**config.mk**
```make
export PLATFORM = sky130hd
export DESIGN_NAME = seven_seg_capture
export DESIGN_NICKNAME = d
export VERILOG_FILES = /design/src/rtl/seven_seg_pkg.sv /design/src/rtl/seg_glyph_decode.sv /design/src/rtl/seven_seg_capture.sv
export SDC_FILE = /design/constraint.sdc
export NUM_CORES = 1
export LEC_CHECK = 0
export ABC_CLOCK_PERIOD_IN_PS = 3700
export CORE_MARGIN = 1
export CORE_UTILIZATION = 55
export CTS_BUF_LIST = sky130_fd_sc_hd__clkbuf_4
export CTS_CLUSTER_DIAMETER = 60
export DETAILED_ROUTE_END_ITERATION = 7
export GPL_ROUTABILITY_DRIVEN = 0
export PLACE_DENSITY = 0.82
export SYNTH_ARGS = -nofsm -noshare
export SYNTH_HDL_FRONTEND = slang
export SYNTH_HIERARCHICAL = 1
export SYNTH_SLANG_ARGS = --single-unit
```
**constraint.sdc**
```tcl
create_clock -name clk -period 3.7 [get_ports clk]
set_input_delay 0.925 -clock clk [delete_from_list [all_inputs] [get_ports clk]]
set_output_delay 0.925 -clock clk [all_outputs]
set_load 0.005 [all_outputs]
```
**src/rtl/seven_seg_pkg.sv**
```systemverilog
// Shared definitions for the seven-segment capture path: segment bit order,
// the sixteen hex glyph patterns and the digit-pair FSM state type.
package seven_seg_pkg;

  // Segment bus layout: bit0=a ... bit6=g, with the digit select above the segments
  localparam int SEG_W   = 7;
  localparam int SEL_BIT = SEG_W;

  typedef enum logic [2:0] {
    SEG_A = 3'd0,
    SEG_B = 3'd1,
    SEG_C = 3'd2,
    SEG_D = 3'd3,
    SEG_E = 3'd4,
    SEG_F = 3'd5,
    SEG_G = 3'd6
  } seg_bit_t;

  // Active-high glyph patterns for the hex digits 0..F
  localparam logic [SEG_W-1:0] GLYPH_0 = 7'h3F;
  localparam logic [SEG_W-1:0] GLYPH_1 = 7'h06;
  localparam logic [SEG_W-1:0] GLYPH_2 = 7'h5B;
  localparam logic [SEG_W-1:0] GLYPH_3 = 7'h4F;
  localparam logic [SEG_W-1:0] GLYPH_4 = 7'h66;
  localparam logic [SEG_W-1:0] GLYPH_5 = 7'h6D;
  localparam logic [SEG_W-1:0] GLYPH_6 = 7'h7D;
  localparam logic [SEG_W-1:0] GLYPH_7 = 7'h07;
  localparam logic [SEG_W-1:0] GLYPH_8 = 7'h7F;
  localparam logic [SEG_W-1:0] GLYPH_9 = 7'h6F;
  localparam logic [SEG_W-1:0] GLYPH_A = 7'h77;
  localparam logic [SEG_W-1:0] GLYPH_B = 7'h7C;
  localparam logic [SEG_W-1:0] GLYPH_C = 7'h39;
  localparam logic [SEG_W-1:0] GLYPH_D = 7'h5E;
  localparam logic [SEG_W-1:0] GLYPH_E = 7'h79;
  localparam logic [SEG_W-1:0] GLYPH_F = 7'h71;

  // Upper digit seen and waiting for its lower partner, or idle
  typedef enum logic {
    WAIT_HI = 1'b0,
    GOT_HI  = 1'b1
  } pair_state_t;

  // Glyph pattern the driver side emits for a given nibble
  function automatic logic [SEG_W-1:0] glyph_of(input logic [3:0] nib);
    logic [SEG_W-1:0] g;
    case (nib)
      4'h0: g = GLYPH_0;
      4'h1: g = GLYPH_1;
      4'h2: g = GLYPH_2;
      4'h3: g = GLYPH_3;
      4'h4: g = GLYPH_4;
      4'h5: g = GLYPH_5;
      4'h6: g = GLYPH_6;
      4'h7: g = GLYPH_7;
      4'h8: g = GLYPH_8;
      4'h9: g = GLYPH_9;
      4'hA: g = GLYPH_A;
      4'hB: g = GLYPH_B;
      4'hC: g = GLYPH_C;
      4'hD: g = GLYPH_D;
      4'hE: g = GLYPH_E;
      default: g = GLYPH_F;
    endcase
    return g;
  endfunction

endpackage

```
**src/rtl/seg_glyph_decode.sv**
```systemverilog
// Turns a captured seven-segment pattern back into the hex nibble it shows.
// Patterns that are not one of the sixteen glyphs (blank included) read as
// zero with ok low.
module seg_glyph_decode
  import seven_seg_pkg::*;
(
  input  logic [SEG_W-1:0] pattern,
  output logic [3:0]       hex,
  output logic             ok
);

  // Search the glyph table; glyphs are unique so at most one entry matches
  always_comb begin
    hex = 4'h0;
    ok  = 1'b0;
    for (int i = 0; i < 16; i++) begin
      if (pattern == glyph_of(4'(i))) begin
        hex = 4'(i);
        ok  = 1'b1;
      end
    end
  end

endmodule

```
**src/rtl/seven_seg_capture.sv**
```systemverilog
// Receive side of the two-digit multiplexed seven-segment bus: synchronizes
// the bus, waits for each digit phase to settle, rebuilds the 14-bit word,
// pairs upper/lower digits into frames and flags a bus that has gone quiet.
module seven_seg_capture
  import seven_seg_pkg::*;
#(
  parameter int STABLE_CYCLES = 4,
  parameter int TIMEOUT       = 40000,
  parameter int TBITS         = 16
) (
  input  logic                 clk,
  input  logic                 rst,
  input  logic [SEG_W-1:0]     seg_in,
  input  logic                 digit_sel_in,
  output logic [2*SEG_W-1:0]   both7seg_out,
  output logic [3:0]           hex_hi,
  output logic [3:0]           hex_lo,
  output logic                 ok_hi,
  output logic                 ok_lo,
  output logic                 frame_valid,
  output logic                 stale
);

  localparam logic [7:0]       STABLE_C  = 8'(STABLE_CYCLES);
  localparam logic [TBITS-1:0] TIMEOUT_C = TBITS'(TIMEOUT);

  logic [SEG_W:0]       sync1_q, sync1_d;
  logic [SEG_W:0]       sync2_q, sync2_d;
  logic [SEG_W:0]       prev_q, prev_d;
  logic [SEG_W:0]       committed_q, committed_d;
  logic [7:0]           run_q, run_d;
  logic [2*SEG_W-1:0]   word_q, word_d;
  logic [TBITS-1:0]     idle_q, idle_d;
  logic [SEG_W:0]       samp;
  logic                 commit;
  pair_state_t          state_q;
  logic                 frame_valid_q;

  // Two-flop synchronizer input for the select strobe and segment lines together
  always_comb begin
    sync1_d = {digit_sel_in, seg_in};
    sync2_d = sync1_q;
  end

  // Run-length stability filter, commit routing into the word and idle counting
  always_comb begin
    samp   = sync2_q;
    prev_d = samp;
    if (samp != prev_q) begin
      run_d = 8'd1;
    end else if (run_q != STABLE_C) begin
      run_d = run_q + 8'd1;
    end else begin
      run_d = run_q;
    end

    commit      = (run_d == STABLE_C) && (samp != committed_q);
    committed_d = commit ? samp : committed_q;

    word_d = word_q;
    if (commit) begin
      if (samp[SEL_BIT]) begin
        word_d[2*SEG_W-1:SEG_W] = samp[SEG_W-1:0];
      end else begin
        word_d[SEG_W-1:0] = samp[SEG_W-1:0];
      end
    end

    if (commit) begin
      idle_d = '0;
    end else if (idle_q != TIMEOUT_C) begin
      idle_d = idle_q + TBITS'(1);
    end else begin
      idle_d = idle_q;
    end
  end

  // Datapath registers with synchronous reset; a reset drops any run in progress
  always_ff @(posedge clk) begin
    if (rst) begin
      sync1_q     <= '0;
      sync2_q     <= '0;
      prev_q      <= '0;
      committed_q <= '0;
      run_q       <= '0;
      word_q      <= '0;
      idle_q      <= '0;
    end else begin
      sync1_q     <= sync1_d;
      sync2_q     <= sync2_d;
      prev_q      <= prev_d;
      committed_q <= committed_d;
      run_q       <= run_d;
      word_q      <= word_d;
      idle_q      <= idle_d;
    end
  end

  // Pair FSM: a lower commit that follows an upper commit completes a frame
  always_ff @(posedge clk) begin
    if (rst) begin
      state_q       <= WAIT_HI;
      frame_valid_q <= 1'b0;
    end else begin
      frame_valid_q <= 1'b0;
      case (state_q)
        WAIT_HI: begin
          if (commit && samp[SEL_BIT]) begin
            state_q <= GOT_HI;
          end
        end
        GOT_HI: begin
          if (commit && !samp[SEL_BIT]) begin
            frame_valid_q <= 1'b1;
            state_q       <= WAIT_HI;
          end
        end
        default: state_q <= WAIT_HI;
      endcase
    end
  end

  seg_glyph_decode u_dec_hi (
    .pattern (word_q[2*SEG_W-1:SEG_W]),
    .hex     (hex_hi),
    .ok      (ok_hi)
  );

  seg_glyph_decode u_dec_lo (
    .pattern (word_q[SEG_W-1:0]),
    .hex     (hex_lo),
    .ok      (ok_lo)
  );

  assign both7seg_out = word_q;
  assign frame_valid  = frame_valid_q;
  assign stale        = (idle_q == TIMEOUT_C);

endmodule

```
==> flow_summary_export.csv, run 1 <==
group,metric,value,unit
layout,num_antenna_cells,0,
clock_network,tritoncts,"done",
logic_synthesis,syn_area,0.00381,mm²
sta,period_needed,3.34,ns
logic_synthesis,synth.distinct_cells,58,
power_and_ir_drop,ir_worst_vdd,0.297,mV
clock_network,root_buffer,"clkbuf_4",
place,port_buffers,35,
worst_setup_path,cp.arrival,2.41,ns
clock_network,post_cts_buffers,0,
sta,skew,0.0163,ns
drt,dr.pass1.iters,4,
logic_synthesis,synth_seq_cells,71,
power_and_ir_drop,p_seq_share,55.3,%
logic_synthesis,yosysSeqAreaShare,37.3,%
power_and_ir_drop,switching_share,23.8,%
sta,period_share,90.2,%
floorplanning,core,0.00653,mm²
sta,slew_headroom,61.1,%
sta,worstMarginPinSlew,0.579,ns
sta,timing.final.max_slew_violations,0,
logic_synthesis,synth_edf_count,0,
worst_setup_path,path_cells,"or3_4, nor3_4, a2111oi_1, nand3_1, clkdlybuf4s50_1",
global_route,grt_max_degree,23,
layout,syn_to_final_growth,11.6,%
worst_setup_path,cp-start-kind,"register",
outcome,status,"complete, no violations",
worst_setup_path,end_kind,"output port",
drt,vias,2939,
logic_synthesis,syn_inst,420,
clock_network,clk-insertion-delay-late,0.42,ns
power_and_ir_drop,p_leak,1.67,nW
layout,final_cells,524,
sta,max_freq,300,MHz
floorplanning,chipWidth,85.2,µm
sta,tns,0,ns
global_route,grt_pass1_wl,12.1,mm
clock_network,htree_levels,3,
run,max_cap_viol_count,0,
min_path,hold_path.class,"reg -> reg",
logic_synthesis,synth.area.top_cells,"dfxtp_1, mux2i_1, xor2_1",
global_route,grtUsageTotal,21.2,%
logic_synthesis,synth.avg_cell_area,9.07,µm²
clock_network,cts_made_buffers,9,
worst_setup_path,max_stage_delay,0.69,ns
floorplanning,fp.dieArea,0.00726,mm²
logic_synthesis,yosysTopAreaCell,"dfxtp_1",
power_and_ir_drop,power_density,337,mW/mm²
floorplanning,rows,29,
logic_synthesis,yosysTopAreaCellShare,37.3,%
clock_network,hold_buffers,0,
clock_network,cts_buffer_depth,2,
drt,drt_iter0_drc,126,
drt,wl_per_cell,13.6,µm
floorplanning,start_util,58.3,%
place,place_hpwl,5.02,mm
layout,multi_input_area,0.00215,mm²
drt,viasPerCell,5.61,
clock_network,path_clk_slew,0.12,ns
logic_synthesis,yosysMostFrequentCell,"dfxtp_1",
layout,regArea,0.00142,mm²
global_route,grt_overflow,0,
clock_network,cts_num_sinks,71,
power_and_ir_drop,clkPwrFrac,39.1,%
place,dp_cells,508,
drt,detail_route.wirelength,7.13,mm
logic_synthesis,async_reset_ff_share,0,%
sta,setup_violations,0,
clock_network,cts.repair.resized,0,
worst_setup_path,critPathKind,"reg -> out",
logic_synthesis,synth_commonest_cells,"dfxtp_1, nand2_1, nor2_1",
layout,layout-drive-gt1-share,10.1,%
power_and_ir_drop,combinationalPowerShare,5.6,%
global_route,grt_pass1_vias,2657,
worst_setup_path,cp_top_family,"flip-flops",
floorplanning,die_h,85.2,µm
sta,hold_viol,0,
power_and_ir_drop,p_int,0.00109,W
place,placed_cell_area,0.00409,mm²
logic_synthesis,yosysWarnings,6,
sta,rsz0062_at_grt,"no",
layout,fill_cells,504,
worst_setup_path,path_buf_inv,1,
logic_synthesis,synth_flop_cell,"dfxtp_1",
drt,ant_nets,0,
layout,fin_util,65.1,%
worst_setup_path,cp_max_fo,14,
drt,drc,0,
layout,finalNetCount,456,
worst_setup_path,slowest_stage,"dfxtp_1",
floorplanning,io_pins,36,
power_and_ir_drop,power.net_switching,0.000341,W
global_route,antenna_found_initial,0,
logic_synthesis,syn-num-nets,434,
layout,fin_area,0.00425,mm²
worst_setup_path,crit_required,2.77,ns
## logic make-up (layout without fill, tap and decap cells)
logic type / count (synthesis) / in the layout / share of synthesized area, %
xor gates and xnor gates: 45 / 45 / 10.3
AOI/OAI and AO/OA: 43 / 43 / 9.23
muxes: 25 / 25 / 6.67
adders and majority gates: 4 / 4 / 1.31
buffers and inverters: 42 / 69 / 6.34
and+or+nand+nor: 190 / 190 / 28.8
DFF: 71 / 71 / 37.3
## cell type report
class	instances	area share (%)
clock buffers	9	1.59
clock inverters	7	2.24
flip-flops and latches	71	33.4
multi-input cells	307	50.5
well taps	77	2.27
inverters	16	1.41
repair buffers	37	8.59
## layer usage
layer  routed length (µm)  vias to the layer above  global-route usage, %  part of all wire [%]
met5                    0                        -                      0                     0
met3                  254                       19                   4.77                   3.6
li1                     -                     1493                      -                     -
met4                  198                        0                   11.7                   2.8
met2                 3200                       71                   32.0                    45
met1                 3470                     1356                   28.3                    49
## per-stage QoR
step	setup slack, ns	hold WS [ns]	total power [W]
2_1_floorplan	1.59	0.414	0.000865
3_3_place_gp	0.907	0.416	0.000886
3_5_place_dp	0.850	0.423	0.000889
4_1_cts	0.373	0.451	0.00144
5_1_grt	0.153	0.467	0.00149
6_report	0.362	0.450	0.00143
## worst register-to-register path, stage by stage (launching register included)
cell	delay [ns]
dfxtp_1	0.48
inv_1	0.12
ha_1	0.33
nor2b_1	0.14
o211ai_2	0.12
o32ai_4	0.21
and4b_1	0.56
mux2i_1	0.23
## final timing paths
kind                        start  cells past startpoint         endpoint  slack, ns
setup reg to reg         run_q[0]                      7  both7seg_out[2]       1.45
hold reg to reg        sync1_q[1]                      1        prev_d[1]       0.45
setup / recovery  both7seg_out[6]                      5            ok_lo       0.36
hold / removal         sync1_q[1]                      1        prev_d[1]       0.45
## cell usage in the layout (no fill, tap or decap), types with 5 or more instances in the layout
master / count
nand3_1: 17
inv_1: 16
xnor2_1: 22
nor4_1: 5
clkbuf_4: 9
nor3_1: 7
nand4_1: 8
a21oi_1: 7
nand2_1: 47
mux2i_1: 22
and3_1: 5
nor2b_1: 19
dfxtp_1: 71
xor2_1: 23
nor4b_1: 6
nor2_1: 37
o21ai_1: 8
clkdlybuf4s50_1: 35
## flip-flops by register name, indices dropped and copies added, names as in the netlist
| register | cells |
|---|---|
| run_q | 8 |
| idle_q | 16 |
| prev_d | 8 |
| committed_q | 8 |
| prev_q | 8 |
| frame_valid | 1 |
| both7seg_out | 14 |
| sync1_q | 8 |
## power groups by stage
stage                     clock network [W]  registers (W)   logic, W
after global routing               0.000607       0.000795  0.0000878
after global placement                    0       0.000808  0.0000775
after detailed placement                  0       0.000809  0.0000797
after CTS                          0.000572       0.000792  0.0000800
final                              0.000560       0.000792  0.0000796
after floorplan                           0       0.000805  0.0000598
No activity file was read; power rests on OpenSTA's default activity.
==> run 2, diff against run 1 <==
- CAP_MARGIN: unset -> 20
- SKIP_CTS_REPAIR_TIMING: unset -> 1
==> results of run 2 <==
Same layout as run 1: the final DEF is identical, and so are final timing and power.
==> run 3, diff against run 2 <==
- RECOVER_POWER: unset -> 100
==> run 3 against run 2 <==
Core utilization fell by 0.90 points. Worst setup slack got worse by 0.12 ns. Die area unchanged. Sequential power hardly changed. Via count fell by 0.78%. Largest power group unchanged.
==> flow_summary_export.csv, run 3 (synthesized netlist as in run 1, its figures left out) <==
group,metric,value,unit
clock_network,root_buffer,"clkbuf_4",
power_and_ir_drop,clkPwrFrac,39.1,%
sta,final.setup.worst_slack,0.240,ns
sta,tns,0,ns
worst_setup_path,cp.arrival,2.53,ns
drt,ant_nets,0,
place,place_worst_setup_slack,0.850,ns
drt,dr.pass1.iters,5,
global_route,grt_overflow,0,
power_and_ir_drop,ir_worst_vdd,0.297,mV
floorplanning,fp.dieArea,0.00726,mm²
clock_network,cts_buffer_depth,2,
global_route,grt_pass1_vias,2657,
clock_network,cts_made_buffers,9,
layout,finalNetCount,456,
floorplanning,io_pins,36,
power_and_ir_drop,combinationalPowerShare,5.3,%
worst_setup_path,critPathKind,"reg -> out",
worst_setup_path,crit_start,"both7seg_out[6]",
clock_network,path_clk_slew,0.12,ns
worst_setup_path,reg2reg_slack,1.05,ns
worst_setup_path,r2r_end,"committed_q[1]",
clock_network,cts_num_sinks,71,
worst_setup_path,slowest_stage,"dfxtp_1",
power_and_ir_drop,power.net_switching,0.000338,W
drt,drt_iter0_drc,93,
sta,setup_violations,0,
power_and_ir_drop,p_int,0.00109,W
worst_setup_path,max_stage_delay,0.69,ns
worst_setup_path,path_buf_inv,1,
power_and_ir_drop,p_seq_share,55.5,%
global_route,grt_max_degree,23,
drt,detail_route.wirelength,7.08,mm
sta,rsz0062_at_grt,"no",
global_route,grt_pass1_wl,12.1,mm
outcome,status,"complete, no violations",
global_route,antenna_found_initial,0,
floorplanning,core,0.00653,mm²
power_and_ir_drop,power_density,340,mW/mm²
layout,layout-drive-gt1-share,8.72,%
sta,max_freq,289,MHz
drt,wl_per_cell,13.5,µm
worst_setup_path,r2r_start,"run_q[0]",
layout,syn_to_final_growth,10.1,%
place,port_buffers,35,
layout,num_antenna_cells,0,
sta,worstMarginPinSlew,0.844,ns
sta,skew,0.0164,ns
worst_setup_path,rr_worst_depth,7,
worst_setup_path,end_kind,"output port",
clock_network,clk-insertion-delay-late,0.43,ns
place,placed_cell_area,0.00409,mm²
drt,drc,0,
run,max_cap_viol_count,0,
sta,period_needed,3.46,ns
sta,slew_headroom,43.7,%
worst_setup_path,crit_required,2.77,ns
min_path,hold_path.class,"reg -> reg",
worst_setup_path,cp-endpoint,"ok_lo",
place,place_hpwl,5.02,mm
layout,mostFrequentLayoutCell,"dfxtp_1",
drt,viasPerCell,5.56,
power_and_ir_drop,switching_share,23.7,%
layout,fin_area,0.00419,mm²
floorplanning,chipWidth,85.2,µm
global_route,grtUsageTotal,21.2,%
drt,vias,2916,
clock_network,tritoncts,"done",
worst_setup_path,path_cells,"or3_4, nor3_4, a2111oi_1, nand3_1, dlygate4sd3_1",
layout,largest-register,"idle_q",
floorplanning,die_h,85.2,µm
worst_setup_path,cp.depth,5,
sta,timing.final.max_slew_violations,0,
power_and_ir_drop,p_leak,1.72,nW
clock_network,htree_levels,3,
worst_setup_path,cp_max_fo,14,
worst_setup_path,cp_top_family,"flip-flops",
sta,period_share,93.5,%
floorplanning,start_util,58.3,%
worst_setup_path,cp-start-kind,"register",
floorplanning,rows,29,
layout,layout_common_cells,"dfxtp_1, nand2_1, nor2_1",
sta,hold_viol,0,
layout,largest_reg_flops,16,
## run 3: cell count changes in the layout (fill, tap and decap cells not counted), moves of 2 or more
| cell | previous run | this run |
|---|---|---|
| clkbuf_1 | 0 | 2 |
| buf_4 | 2 | 0 |
| clkdlybuf4s50_1 | 35 | 12 |
| dlygate4sd3_1 | 0 | 23 |
| o21ai_0 | 2 | 6 |
| o21ai_1 | 8 | 4 |
## run 3: layout make-up
| cell class | instances | area [µm²] |
|---|---|---|
| sequential | 71 | 1420 |
| inverter | 16 | 60.1 |
| fill | 513 | 2340 |
| clock buffer | 9 | 67.6 |
| tap | 77 | 96.3 |
| clock inverter | 7 | 95.1 |
| timing repair buffer | 37 | 358 |
| multi-input combinational | 307 | 2100 |
## run 3: worst min path at each step
stage	startpoint	to	slack, ns	cells after the start
after floorplan	sync1_q[0]	prev_d[0]	0.41	1
final	sync1_q[1]	prev_d[1]	0.45	1
after CTS	sync1_q[1]	prev_d[1]	0.45	1
after detailed placement	sync1_q[1]	prev_d[1]	0.42	1
after global routing	sync1_q[0]	prev_d[0]	0.47	1
after global placement	sync1_q[7]	prev_d[7]	0.42	1
## run 3: through the flow
step | instances | utilization [%] | total power (W) | hold WS (ns)
after floorplan | 420 | - | 0.000865 | 0.414
after global placement | 508 | 62.6 | 0.000886 | 0.416
after detailed placement | 508 | 62.6 | 0.000889 | 0.423
after CTS | 524 | 65.1 | 0.00144 | 0.451
after global routing | 524 | 64.2 | 0.00149 | 0.467
final | 524 | 64.2 | 0.00143 | 0.449
## run 3: layer usage
| layer | GRT usage [%] | part of all wire, % | vias to the layer above |
|---|---|---|---|
| li1 | - | - | 1492 |
| met1 | 28.3 | 47 | 1335 |
| met2 | 32.0 | 45 | 71 |
| met3 | 4.77 | 4.5 | 18 |
| met4 | 11.7 | 2.8 | 0 |
| met5 | 0 | 0 | - |
## run 3: power groups by stage
stage / Sequential [W] / Combinational [W] / Clock [W]
finish: 0.000792 / 0.0000763 / 0.000558
global route: 0.000794 / 0.0000845 / 0.000607
CTS: 0.000792 / 0.0000800 / 0.000572
detailed placement: 0.000809 / 0.0000797 / 0
global placement: 0.000808 / 0.0000775 / 0
floorplan: 0.000805 / 0.0000598 / 0
